===== config.mk =====
export PLATFORM = sky130hd
export DESIGN_NAME = ball_bounce_ctrl
export DESIGN_NICKNAME = d
export VERILOG_FILES = /design/src/rtl/ball_bounce_ctrl_pkg.sv /design/src/rtl/ball_bounce_ctrl_edge_detect.sv /design/src/rtl/ball_bounce_ctrl.sv
export SDC_FILE = /design/constraint.sdc
export NUM_CORES = 1
export LEC_CHECK = 0
export CORE_MARGIN = 2
export CORE_UTILIZATION = 44
export CTS_CLUSTER_DIAMETER = 80
export CTS_CLUSTER_SIZE = 10
export DETAILED_ROUTE_END_ITERATION = 8
export GPL_TIMING_DRIVEN = 0
export PLACE_DENSITY = 0.77
export SETUP_SLACK_MARGIN = 0.3
export SYNTH_ARGS = -nofsm -noshare
export SYNTH_HDL_FRONTEND = slang
export SYNTH_SLANG_ARGS = --single-unit
export TNS_END_PERCENT = 20

===== constraint.sdc =====
create_clock -name i_Clk -period 1.45 [get_ports i_Clk]
set_input_delay 0.29 -clock i_Clk [delete_from_list [all_inputs] [get_ports i_Clk]]
set_output_delay 0.29 -clock i_Clk [all_outputs]
set_load 0.01 [all_outputs]

===== src/rtl/ball_bounce_ctrl_pkg.sv =====
// Shared definitions for the ball collision/direction controller:
// FSM encodings, the per-frame hit record and the commit-time resolution rule.
package ball_bounce_ctrl_pkg;

   localparam logic [1:0] ST_SERVE = 2'd0;
   localparam logic [1:0] ST_ARMED = 2'd1;
   localparam logic [1:0] ST_PLAY  = 2'd2;
   localparam logic [1:0] ST_SCORE = 2'd3;

   typedef struct packed {
      logic top;
      logic bot;
      logic left;
      logic right;
      logic p1;
      logic p2;
   } hit_flags_t;

   typedef struct packed {
      logic vdir;
      logic hdir;
      logic score1;
      logic score2;
   } commit_t;

   // Opposing hits cancel; an edge hit only counts as a miss without the
   // matching paddle hit, and a double miss awards player 2.
   function automatic commit_t resolve_hits(input hit_flags_t hits,
                                            input logic       vdir,
                                            input logic       hdir);
      commit_t res;
      res.vdir   = vdir;
      res.hdir   = hdir;
      res.score1 = 1'b0;
      res.score2 = 1'b0;
      if (hits.top && !hits.bot) begin
         res.vdir = 1'b0;
      end else if (hits.bot && !hits.top) begin
         res.vdir = 1'b1;
      end
      if (hits.p1 && !hits.p2) begin
         res.hdir = 1'b0;
      end else if (hits.p2 && !hits.p1) begin
         res.hdir = 1'b1;
      end
      if (hits.left && !hits.p1) begin
         res.score2 = 1'b1;
         res.hdir   = 1'b1;
      end else if (hits.right && !hits.p2) begin
         res.score1 = 1'b1;
         res.hdir   = 1'b0;
      end
      return res;
   endfunction

endpackage


===== src/rtl/ball_bounce_ctrl_edge_detect.sv =====
// Registers one level and reports its rising and falling edges in the first
// cycle the new level is present.
module ball_bounce_ctrl_edge_detect (
   input  logic clk,
   input  logic level,
   output logic rise,
   output logic fall
);

   logic level_q;

   // No reset: tracking the input through reset means no false edge on exit.
   always_ff @(posedge clk) begin
      level_q <= level;
   end

   assign rise = level & ~level_q;
   assign fall = ~level & level_q;

endmodule


===== src/rtl/ball_bounce_ctrl.sv =====
// Collision and direction controller feeding the ball position counters:
// latches wall/paddle hits per frame, commits directions at vertical blank, runs serve/score.
module ball_bounce_ctrl #(
   parameter int p_AUTO_SERVE_FRAMES = 0,
   parameter int p_FRAME_CNT_BITS    = 8
) (
   input  logic       i_Clk,
   input  logic       i_Reset,
   input  logic       i_HBlank,
   input  logic       i_VBlank,
   input  logic       i_HReset,
   input  logic       i_BallVideo,
   input  logic       i_Paddle1Video,
   input  logic       i_Paddle2Video,
   input  logic       i_Serve,
   output logic       o_VDir,
   output logic       o_HDir,
   output logic       o_BallEnable,
   output logic       o_Score1,
   output logic       o_Score2,
   output logic [1:0] dbg_state
);
   import ball_bounce_ctrl_pkg::*;

   localparam bit AUTO_EN = (p_AUTO_SERVE_FRAMES > 0);
   localparam logic [p_FRAME_CNT_BITS-1:0] FRAME_LAST =
      p_FRAME_CNT_BITS'(AUTO_EN ? p_AUTO_SERVE_FRAMES - 1 : 0);

   logic                        hb_rise, hb_fall;
   logic                        vb_rise, vb_fall;
   logic [1:0]                  state;
   logic [p_FRAME_CNT_BITS-1:0] frame_cnt;
   hit_flags_t                  hits, hits_next;
   commit_t                     res;
   logic                        ball_vis, ball_q;
   logic                        top_pending, line_seen;
   logic                        commit_q, commit, in_play;

   ball_bounce_ctrl_edge_detect u_hblank_edge (
      .clk   (i_Clk),
      .level (i_HBlank),
      .rise  (hb_rise),
      .fall  (hb_fall)
   );

   ball_bounce_ctrl_edge_detect u_vblank_edge (
      .clk   (i_Clk),
      .level (i_VBlank),
      .rise  (vb_rise),
      .fall  (vb_fall)
   );

   assign ball_vis  = i_BallVideo & ~i_HBlank & ~i_VBlank;
   assign in_play   = (state == ST_PLAY);
   assign commit    = commit_q & in_play;
   assign res       = resolve_hits(hits, o_VDir, o_HDir);
   assign dbg_state = state;

   // Right column and bottom line are only known once blank starts, so they
   // are judged from the previous pixel / previous line.
   always_comb begin
      hits_next = hits;
      if (in_play) begin
         if (ball_vis && top_pending) begin
            hits_next.top = 1'b1;
         end
         if (vb_rise && line_seen) begin
            hits_next.bot = 1'b1;
         end
         if (ball_vis && hb_fall) begin
            hits_next.left = 1'b1;
         end
         if (hb_rise && ball_q) begin
            hits_next.right = 1'b1;
         end
         if (i_BallVideo && i_Paddle1Video && !i_VBlank) begin
            hits_next.p1 = 1'b1;
         end
         if (i_BallVideo && i_Paddle2Video && !i_VBlank) begin
            hits_next.p2 = 1'b1;
         end
      end
   end

   always_ff @(posedge i_Clk) begin
      if (i_Reset) begin
         ball_q      <= 1'b0;
         commit_q    <= 1'b0;
         top_pending <= 1'b0;
         line_seen   <= 1'b0;
         hits        <= '0;
      end else begin
         ball_q   <= ball_vis;
         commit_q <= vb_rise;
         // Set wins: VBlank falls in the same cycle as the previous line's HBlank rise.
         if (vb_fall) begin
            top_pending <= 1'b1;
         end else if (hb_rise) begin
            top_pending <= 1'b0;
         end
         if (i_HReset) begin
            line_seen <= 1'b0;
         end else if (ball_vis) begin
            line_seen <= 1'b1;
         end
         hits <= (in_play && !commit) ? hits_next : '0;
      end
   end

   always_ff @(posedge i_Clk) begin
      if (i_Reset) begin
         state        <= ST_SERVE;
         frame_cnt    <= '0;
         o_VDir       <= 1'b0;
         o_HDir       <= 1'b0;
         o_BallEnable <= 1'b0;
         o_Score1     <= 1'b0;
         o_Score2     <= 1'b0;
      end else begin
         o_Score1 <= 1'b0;
         o_Score2 <= 1'b0;
         case (state)
            ST_SERVE: begin
               o_BallEnable <= 1'b0;
               if (i_Serve) begin
                  state     <= ST_ARMED;
                  frame_cnt <= '0;
               end else if (AUTO_EN && vb_rise) begin
                  if (frame_cnt == FRAME_LAST) begin
                     state     <= ST_ARMED;
                     frame_cnt <= '0;
                  end else begin
                     frame_cnt <= frame_cnt + 1'b1;
                  end
               end
            end
            ST_ARMED: begin
               frame_cnt    <= '0;
               o_BallEnable <= 1'b0;
               if (vb_rise) begin
                  state        <= ST_PLAY;
                  o_BallEnable <= 1'b1;
               end
            end
            ST_PLAY: begin
               o_BallEnable <= 1'b1;
               if (commit) begin
                  o_VDir <= res.vdir;
                  o_HDir <= res.hdir;
                  // Score outputs, serve direction and ball-off all land with the SCORE cycle.
                  if (res.score1 || res.score2) begin
                     state        <= ST_SCORE;
                     o_BallEnable <= 1'b0;
                     o_Score1     <= res.score1;
                     o_Score2     <= res.score2;
                  end
               end
            end
            ST_SCORE: begin
               o_BallEnable <= 1'b0;
               state        <= ST_SERVE;
            end
            default: begin
               o_BallEnable <= 1'b0;
               state        <= ST_SERVE;
            end
         endcase
      end
   end

endmodule


[Word level (Yosys, flattened, before mapping)]
Cells that the tools add are included.
Operators by class
  equal/unequal tests: 7
  multiplexer cells: 19
  bitwise logic cells: 15
  reductions and logical operators: 39
Operators with widths (number)
  $logic_and 1x1->1: 15
  $mux 1: 12
  $reduce_and 2->1: 6
  $mux 2: 5
  $not 1->1: 8
  $pmux 2 s4: 1
  $and 1x1->1: 7
  $logic_not 1->1: 6
  $ne 2x2->1 const B: 3
  $reduce_and 3->1: 2
  $reduce_or 2->1: 3
  $eq 2x2->1 const B: 2
  $reduce_and 4->1: 1
  $reduce_bool 2->1: 2
  $reduce_bool 4->1: 1
  $reduce_or 4->1: 1
  $pmux 1 s3: 1
  $eq 2x1->1 const B: 1
  $logic_not 2->1: 1
  $ne 2x1->1 const B: 1
  $logic_or 1x1->1: 1
Word-level totals
  bits in registers: 19
  output and inout port bits: 7

[Longest topological paths before layout]
Gate-level depths: netlist of run 1.
  word-level depth: 10
  depth in mapped cells: 6
  gate-level depth less buffers: 6

[Modules after synthesis]
Synthesis of run 1 repeated with hierarchy kept, for this count alone.
Unflattened totals
  cell total of the unflattened synthesis: 84
  area, all modules: 778.2 µm²
Modules (own cells, without submodules)
  ball_bounce_ctrl: times used 1, cells each 78, area each 708.2 µm², seq. area each 340.3 µm²
  ball_bounce_ctrl_edge_detect: times used 2, cells each 3, area each 35.0 µm², seq. area each 20.0 µm²

[Worst setup path after synthesis of run 1]
OpenSTA, ideal clock, no wires.
  path type: register -> register
  from: register state[0], in the netlist dbg_state[0]
  to: register hits[3] in the netlist's numbering
  setup time: 114 ps
  data arrival time: 1346 ps
  path slack: -10 ps
  cell stages (with the launch flop): 7
  buffers on the path: 0
  cell sequence: dfxtp_1 inv_1 ha_1 and3b_1 and2_1 a21oi_1 nor2_1
On the way
  word-level cells in the longest chain between the ends: 6
  elaborated cells on any way between the ends: 7
  classes of those cells: eq/ne (1); bitwise (2); reduce/logical (4)
Ends and longest elaborated chain
  from (decl): line ball_bounce_ctrl.sv:31  | logic [1:0] state;
  from (signal assigned): line ball_bounce_ctrl.sv:112  | state <= ST_SERVE;
  from (signal assigned): line ball_bounce_ctrl.sv:126  | state <= ST_ARMED;
  from (signal assigned): line ball_bounce_ctrl.sv:130  | state <= ST_ARMED;
  $eq 2x2->1 (*): line ball_bounce_ctrl.sv:54  | assign in_play = (state == ST_PLAY);
  $and 1x1->1: line ball_bounce_ctrl.sv:55  | assign commit = commit_q & in_play;
  $logic_not 1->1: line ball_bounce_ctrl.sv:106  | hits <= (in_play && !commit) ? hits_next : '0;
  $logic_and 1x1->1: line ball_bounce_ctrl.sv:106
  $not 1->1 (no line)
  $reduce_or 2->1 (no line)
  to (signal assigned): line ball_bounce_ctrl.sv:106
  to (decl): line ball_bounce_ctrl.sv:33  | hit_flags_t hits, hits_next;
Every way passes the cells marked *; elsewhere a longest branch is shown, timed or not.
A chain may end at the register's enable or synchronous reset.

[Final worst setup path of run 1]
  from: register state[0], in the netlist dbg_state[0]
  to: register state[1], in the netlist dbg_state[1]
On the way
  word-level cells in the longest chain between the ends: 4
  elaborated cells on any way between the ends: 11
  classes of those cells: eq/ne (7); mux (1); bitwise (1); reduce/logical (2)
Ends and longest elaborated chain (line)
  $eq 2x2->1: ball_bounce_ctrl.sv:54, ball_bounce_ctrl.sv:122
  $and 1x1->1: ball_bounce_ctrl.sv:55
  $ne 2x2->1 (no line)
  $reduce_and 4->1 (no line)
Parallel ways exist; a longest one is shown, timed or not.

==> out/results.ini, run 1 <==
[outcome]
status = finished, final reports clean

[synth]
synth_cell_types = 32
async_flop_share = 0
synthFlopType = dfxtp_1
syn_avg_cell_area_um2 = 9.66
synth_warnings = 0
synth_top_area_share = 0.458
synthesis.nets = 102
yosys-top-cells-area = dfxtp_1, ha_1, nor2_1
yosysTopAreaCell = dfxtp_1
synth_edf_count = 0
synth_seq_cells = 19
syn-cell-area_um2 = 831
syn_inst = 86
ys_seq_area_frac = 0.458

[sta]
min_period_ps = 1250
tightest_slew_ps = 263
rsz0062_at_grt = true
fmaxAchievable_mhz = 797
relSlewSlack = 0.822
setup-violations-final = 0
period_share = 0.865
hold_viol_final = 0
slew_viol_final = 0
fin_skew_ps = 4.67
setup_slack_ps = 196

[cells_and_area]
antenna_cells = 0
area_delta_synth_final_pct = 40.2
finalNetCount = 127
fin_area_mm2 = 0.00116
drive_gt1_frac = 0.382
nFillCells = 147
fin_util = 0.667

[global_routing]
groute.usage.overall = 0.169
grt_max_degree = 12
antenna_found_initial = 0
grt_overflow = 0
first_global_vias = 652
grt_pass1_wl_um = 2640

[routing]
first_pass_iters = 4
drcViolationCount = 0
first_iter_violations = 5
antenna_left = 0
wl_per_cell_um = 11.8
routed_wl_um = 1600
vias = 656
via_per_inst = 4.86

[placed_design]
place_ws_ps = -99.9
dpl.hpwl_um = 1130
port_buffers = 15
place.gp.congestion = 0.742
post_dp_cell_area_mm2 = 0.00105

[power_and_ir_drop]
p_per_area_mw_per_mm2 = 1320
p_leak_nw = 0.466
irDropWorstVdd_mv = 0.982

[clock_network]
cts_sinks = 19
clk_pin_slew_ps = 110
htreeDepth = 1
clock-root-buffer = clkbuf_4
cts.path.max_buffers = 2
cts_buffers = 3
tritoncts = done
worstSkewPairLatency_ps = 300
postCtsHoldBufs = 0

[critical_path]
arrival_ps = 1450
path_class = reg2reg
end_kind = flip-flop
worstPathMaxFanout = 4
critPathRequiredTime_ps = 1640
crit_path_start_kind = flip-flop

[floorplan]
initial_utilization = 0.476
core-area_mm2 = 0.00175
die_area_mm2 = 0.00225
die_w_um = 47.5
io_pins = 16
rows = 15
dieHeight_um = 47.5

[job]
cap_violations = 0

[hold_path]
hold_class = reg2reg

final timing paths:
check | to | startpoint | slack [ps] | depth (start not counted)
max | dbg_state[1]$_SDFFE_PP0P_ | dbg_state[0]$_SDFFE_PP0P_ | 200 | 5
min | hits[4]$_SDFFE_PP0P_ | hits[4]$_SDFFE_PP0P_ | 480 | 2
min reg2reg | hits[4]$_SDFFE_PP0P_ | hits[4]$_SDFFE_PP0P_ | 480 | 2
max reg2reg | dbg_state[1]$_SDFFE_PP0P_ | dbg_state[0]$_SDFFE_PP0P_ | 200 | 5
synthesized netlist by cell type, types with 2 or more instances:
library cell,number
dfxtp_1,19
nor2_1,10
ha_1,7
inv_1,7
a21oi_1,6
nand2_1,3
nand2b_1,3
a21oi_2,2
nor2_2,2
nor2b_1,2
nor3_1,2
nor4b_1,2
o31ai_2,2
placed cells by master (no fill, tap or decap), types with 2 or more instances in the layout:
cell type and n:
nor2_1 10, clkbuf_4 3, nor4b_1 2, dfxtp_1 14, nand2b_2 2, ha_4 2
clkdlybuf4s50_1 8, dlygate4sd2_1 4, ha_1 3, nor3_1 2, dfxtp_4 2, a21oi_2 4
inv_1 5, dfxtp_2 3, nand2_1 3, nor2_2 2, a21oi_1 4, buf_4 5
ha_2 2, buf_2 3
report_power, final:
part / total [mW] / switching [mW] / leakage, nW / internal [mW]
clock: 0.274 / 0.171 / 0.0177 / 0.103
combinational: 0.630 / 0.296 / 0.291 / 0.334
sequential: 0.638 / 0.0543 / 0.158 / 0.583
worst max-delay path: stages (launching register included):
cell and delay [ps]:
dfxtp_4 380, buf_4 140, ha_2 180, a21oi_2 170, and3_4 230, o31ai_4 60
per-layer routing:
layer,global-route usage,part of all wire,vias up
li1,-,-,342
met1,0.208,0.44,295
met2,0.281,0.51,15
met3,0.0226,0.037,4
met4,0.100,0.018,0
met5,0,0,-
flip-flops by register name, summed over array words and instances, names as in the netlist:
signal / flops
hits: 6
ball_q: 1
o_BallEnable: 1
o_Score1: 1
o_VDir: 1
u_vblank_edge.level_q: 1
o_Score2: 1
top_pending: 1
dbg_state: 2
o_HDir: 1
u_hblank_edge.level_q: 1
commit_q: 1
line_seen: 1
layout make-up:
cell class / count / area, µm² / area share
Timing Repair Buffer: 20 / 173 / 0.148
Sequential cell: 19 / 392 / 0.336
Clock buffer: 3 / 22.5 / 0.0193
Tap cell: 25 / 31.3 / 0.0269
Multi-Input combinational cell: 58 / 492 / 0.422
Inverter: 7 / 33.8 / 0.0290
Buffer: 2 / 16.3 / 0.0140
Clock inverter: 1 / 5.00 / 0.00430
logic make-up (layout without fill, tap and decap cells):
| group | after synthesis | in the layout | synth area share |
|---|---|---|---|
| AO/OA/AOI/OAI | 18 | 18 | 0.166 |
| AND/OR/NAND/NOR | 33 | 33 | 0.220 |
| buffers and inverters | 9 | 33 | 0.0512 |
| flip-flops | 19 | 19 | 0.458 |
| adder cells (fa/ha/maj) | 7 | 7 | 0.105 |
what timing repair did:
| item | CTS | global route |
|---|---|---|
| pin swaps | 3 | 3 |
| setup buffers | 4 | 1 |
| endpoints found under the setup margin | 18 | 17 |
| gates resized for setup | 22 | 7 |
stage by stage:
step / power, mW / std cells / TNS [ps] / hold slack (ps)
3_5_place_dp: 1.19 / 126 / -316 / 462
6_report: 1.54 / 135 / 0 / 478
5_1_grt: 1.64 / 135 / 0 / 501
4_1_cts: 1.49 / 134 / 0 / 481
2_1_floorplan: 1.03 / 86 / 0 / 318
3_3_place_gp: 1.18 / 126 / -237 / 456
No activity file was read; power rests on OpenSTA's default activity.
==> run 2: changes to the inputs <==
HOLD_SLACK_MARGIN = 0.02   (was not set)
PLACE_DENSITY = 0.72   (was 0.77)
==> out/results.ini, run 2 (synthesis results as in run 1) <==
[sta]
period_share = 0.854
hold_viol_final = 0
fin_skew_ps = 5.66
slew_viol_final = 0
rsz0062_at_grt = true
min_period_ps = 1240
relSlewSlack = 0.845
fmaxAchievable_mhz = 807
tns_ps = 0
tightest_slew_ps = 229
whs_ps = 477
setup-violations-final = 0

[cells_and_area]
final_cell_mix = dfxtp_1, nor2_1, clkdlybuf4s50_1, inv_1, buf_4
area_delta_synth_final_pct = 40.7
antenna_cells = 0
fin_area_mm2 = 0.00117
layout_commonest_cell = dfxtp_1
largest_reg_flops = 6
fin_util = 0.670
top_register = hits
drive_gt1_frac = 0.382
finalNetCount = 127

[global_routing]
groute.usage.overall = 0.178
grt_pass1_wl_um = 2710
grt_max_degree = 13
first_global_vias = 653
antenna_found_initial = 0
grt_overflow = 0

[floorplan]
io_pins = 16
initial_utilization = 0.476
die_area_mm2 = 0.00225
core-area_mm2 = 0.00175
dieHeight_um = 47.5
die_w_um = 47.5
rows = 15

[power_and_ir_drop]
irDropWorstVdd_mv = 0.828
p_per_area_mw_per_mm2 = 1360
power_mw = 1.59
p_leak_nw = 0.469

[clock_network]
clk_pin_slew_ps = 120
postCtsHoldBufs = 0
clock-root-buffer = clkbuf_4
htreeDepth = 1
cts_sinks = 19
tritoncts = done
cts_buffers = 3
worstSkewPairLatency_ps = 300
cts.path.max_buffers = 2

[placed_design]
port_buffers = 15
post_dp_cell_area_mm2 = 0.00105
dpl.hpwl_um = 1190
place.gp.congestion = 0.724

[critical_path]
path_class = reg2reg
worstPathMaxFanout = 7
reg2reg_setup_slack_ps = 210
crit-reg2reg-launch = dbg_state[0]$_SDFFE_PP0P_
crit_start = dbg_state[0]$_SDFFE_PP0P_
end_kind = flip-flop
crit_path_start_kind = flip-flop
critPathRequiredTime_ps = 1670
arrival_ps = 1450

[outcome]
status = finished, final reports clean

[hold_path]
min_from = u_vblank_edge.level_q$_DFF_P_
hold_class = reg2reg

[routing]
first_iter_violations = 8
wl_per_cell_um = 12.3
routed_wl_um = 1660
via_per_inst = 4.92
antenna_left = 0
drcViolationCount = 0
first_pass_iters = 2
vias = 664

[job]
cap_violations = 0

==> run 2: worst paths after layout <==
path	to	cells after the start
max reg2reg	hits[5]$_SDFFE_PP0P_	6
min reg2reg	top_pending$_SDFFE_PP0P_	2
max	hits[5]$_SDFFE_PP0P_	6
min	top_pending$_SDFFE_PP0P_	2
==> run 2: stage by stage <==
step	worst slack, ps	std cells
2_1_floorplan	272	86
3_3_place_gp	-107	126
3_5_place_dp	-148	126
4_1_cts	195	135
5_1_grt	160	135
6_report	211	135
==> run 2: area by class of cell <==
cell class              instances  area (µm²)
plain buffers                   2        16.3
clock buffers                   3        22.5
clock inverters                 1        6.26
fillers                       138         577
inverters                       7        31.3
multi-input cells              58         497
flip-flops and latches         19         392
well taps                      25        31.3
repair buffers                 20         173
==> run 2: where the power goes <==
part | internal (mW) | switching [mW]
registers | 0.583 | 0.0541
logic | 0.360 | 0.307
clock network | 0.107 | 0.177
==> run 2: metal layers <==
metal | wire (µm) | vias to the layer above | track usage
li1 | - | 343 | -
met1 | 798 | 304 | 0.218
met2 | 786 | 13 | 0.289
met3 | 45 | 4 | 0.0340
met4 | 31 | 0 | 0.106
met5 | 0 | - | 0
==> run 2: what timing repair did <==
| item | 4_1_cts | 5_1_grt |
|---|---|---|
| pin swaps | 4 | 4 |
| setup buffers | 5 | 0 |
| resized for setup | 24 | 6 |
| setup endpoints to repair | 17 | 18 |
==> run 2: critical path: stages, from the launching register on <==
cell     delay (ps)
dfxtp_4         400
inv_4            50
ha_4            190
and3b_2         210
and2_4          140
a21oi_2         130
nor2_2           40
==> run 3: changes to the inputs <==
CORE_MARGIN = 1.5   (was 2)
==> out/results.ini, run 3 (synthesis results as in run 1) <==
[outcome]
status = finished, final reports clean

[placed_design]
post_dp_cell_area_mm2 = 0.00105
place.gp.congestion = 0.723
port_buffers = 15
dpl.cell_count = 126
dpl.hpwl_um = 1090

[sta]
relSlewSlack = 0.841
fin_skew_ps = 10.8
hold_viol_final = 0
tightest_slew_ps = 235
slew_viol_final = 0
min_period_ps = 1250
fmaxAchievable_mhz = 798
setup-violations-final = 0
period_share = 0.864
rsz0062_at_grt = true

[critical_path]
arrival_ps = 1460
crit_path_start_kind = flip-flop
cp_slowest_cell = dfxtp_4
critPathRequiredTime_ps = 1660
end_kind = flip-flop
slowest_delay_ps = 390
crit_chain = inv_4 -> ha_4 -> and3b_2 -> buf_4 -> a21oi_2 -> nor2_1
reg2reg_depth = 6
worstPathMaxFanout = 7
path_class = reg2reg

[hold_path]
hold_class = reg2reg
min_path_cells = 2

[power_and_ir_drop]
comb_power_share = 0.408
pwr-share-seq = 0.415
switching_share = 0.324
irDropWorstVdd_mv = 0.932
p_per_area_mw_per_mm2 = 1320
p_leak_nw = 0.470
p_int_mw = 1.03
switchingPower_mw = 0.496
clockPowerShare = 0.177

[clock_network]
tritoncts = done
postCtsHoldBufs = 0
clk_pin_slew_ps = 120
cts.path.max_buffers = 2
worstSkewPairLatency_ps = 300
cts_sinks = 19
htreeDepth = 1
cts_buffers = 3
clock-root-buffer = clkbuf_4

[global_routing]
antenna_found_initial = 0
grt_overflow = 0
first_global_vias = 627
grt_pass1_wl_um = 2690
grt_max_degree = 12
groute.usage.overall = 0.180

[routing]
vias = 670
via_per_inst = 4.82
routed_wl_um = 1580
wl_per_cell_um = 11.3
antenna_left = 0
first_pass_iters = 4
drcViolationCount = 0
first_iter_violations = 13

[floorplan]
core-area_mm2 = 0.00175
initial_utilization = 0.476
die_w_um = 46.5
die_area_mm2 = 0.00216
dieHeight_um = 46.5
rows = 15
io_pins = 16

[cells_and_area]
finalNetCount = 131
area_delta_synth_final_pct = 39.2
antenna_cells = 0
instances_no_fill = 139
nFillCells = 145
largest_reg_flops = 6
multi_input_area_um2 = 457
drive_gt1_frac = 0.377
regArea_um2 = 390
fin_area_mm2 = 0.00116
top_register = hits
final_cell_mix = dfxtp_1, nor2_1, buf_4, clkdlybuf4s50_1, a21oi_2
layout_commonest_cell = dfxtp_1

[job]
cap_violations = 0

[run 3: final timing paths]
path	from	end	slack, ps
worst max-delay path	dbg_state[0]$_SDFFE_PP0P_	hits[0]$_SDFFE_PP0P_	200
worst min-delay path	hits[4]$_SDFFE_PP0P_	hits[4]$_SDFFE_PP0P_	480
worst max register to register	dbg_state[0]$_SDFFE_PP0P_	hits[0]$_SDFFE_PP0P_	200
worst min register to register	hits[4]$_SDFFE_PP0P_	hits[4]$_SDFFE_PP0P_	480
[run 3: power by group through the flow]
stage	combinational [mW]	clock [mW]	sequential, mW
4_1_cts	0.611	0.277	0.636
2_1_floorplan	0.362	0	0.663
3_3_place_gp	0.536	0	0.648
3_5_place_dp	0.541	0	0.652
5_1_grt	0.686	0.300	0.642
6_report	0.625	0.271	0.636
[run 3: worst max-delay path, delay by kind of cell (launching register included)]
family | cells | cell delay [ps]
buffers and inverters | 2 | 190
DFF | 1 | 390
adders and majority gates | 1 | 180
and+or+nand+nor | 2 | 260
AOI/OAI and AO/OA | 1 | 140
[run 3: through the flow]
stage	total power [mW]	TNS (ps)	utilization	worst slack [ps]	hold slack, ps
global placement	1.18	-322	0.603	-111	456
CTS	1.52	0	0.656	202	481
detailed placement	1.19	-357	0.603	-113	463
floorplan	1.03	0	-	272	318
finish	1.53	0	0.662	197	478
global route	1.63	0	0.662	143	515
[run 3: routing by layer]
layer | global-route usage | wire (µm) | up-vias
li1 | - | - | 355
met1 | 0.236 | 785 | 299
met2 | 0.275 | 714 | 14
met3 | 0.0353 | 55 | 2
met4 | 0.103 | 21 | 0
met5 | 0 | 0 | -
[run 3: timing repair]
action                                  4_1_cts  5_1_grt
setup buffers                                 8        1
endpoints found under the setup margin       17       17
pin swaps                                     4        2
gates resized for setup                      22        1
[run 3: final cells by class]
class,count,area share
inverter,7,0.0271
multi-input combinational,58,0.395
sequential,19,0.338
clock inverter,1,0.00433
buffer,2,0.0141
timing repair buffer,24,0.175
tap,25,0.0271
clock buffer,3,0.0195
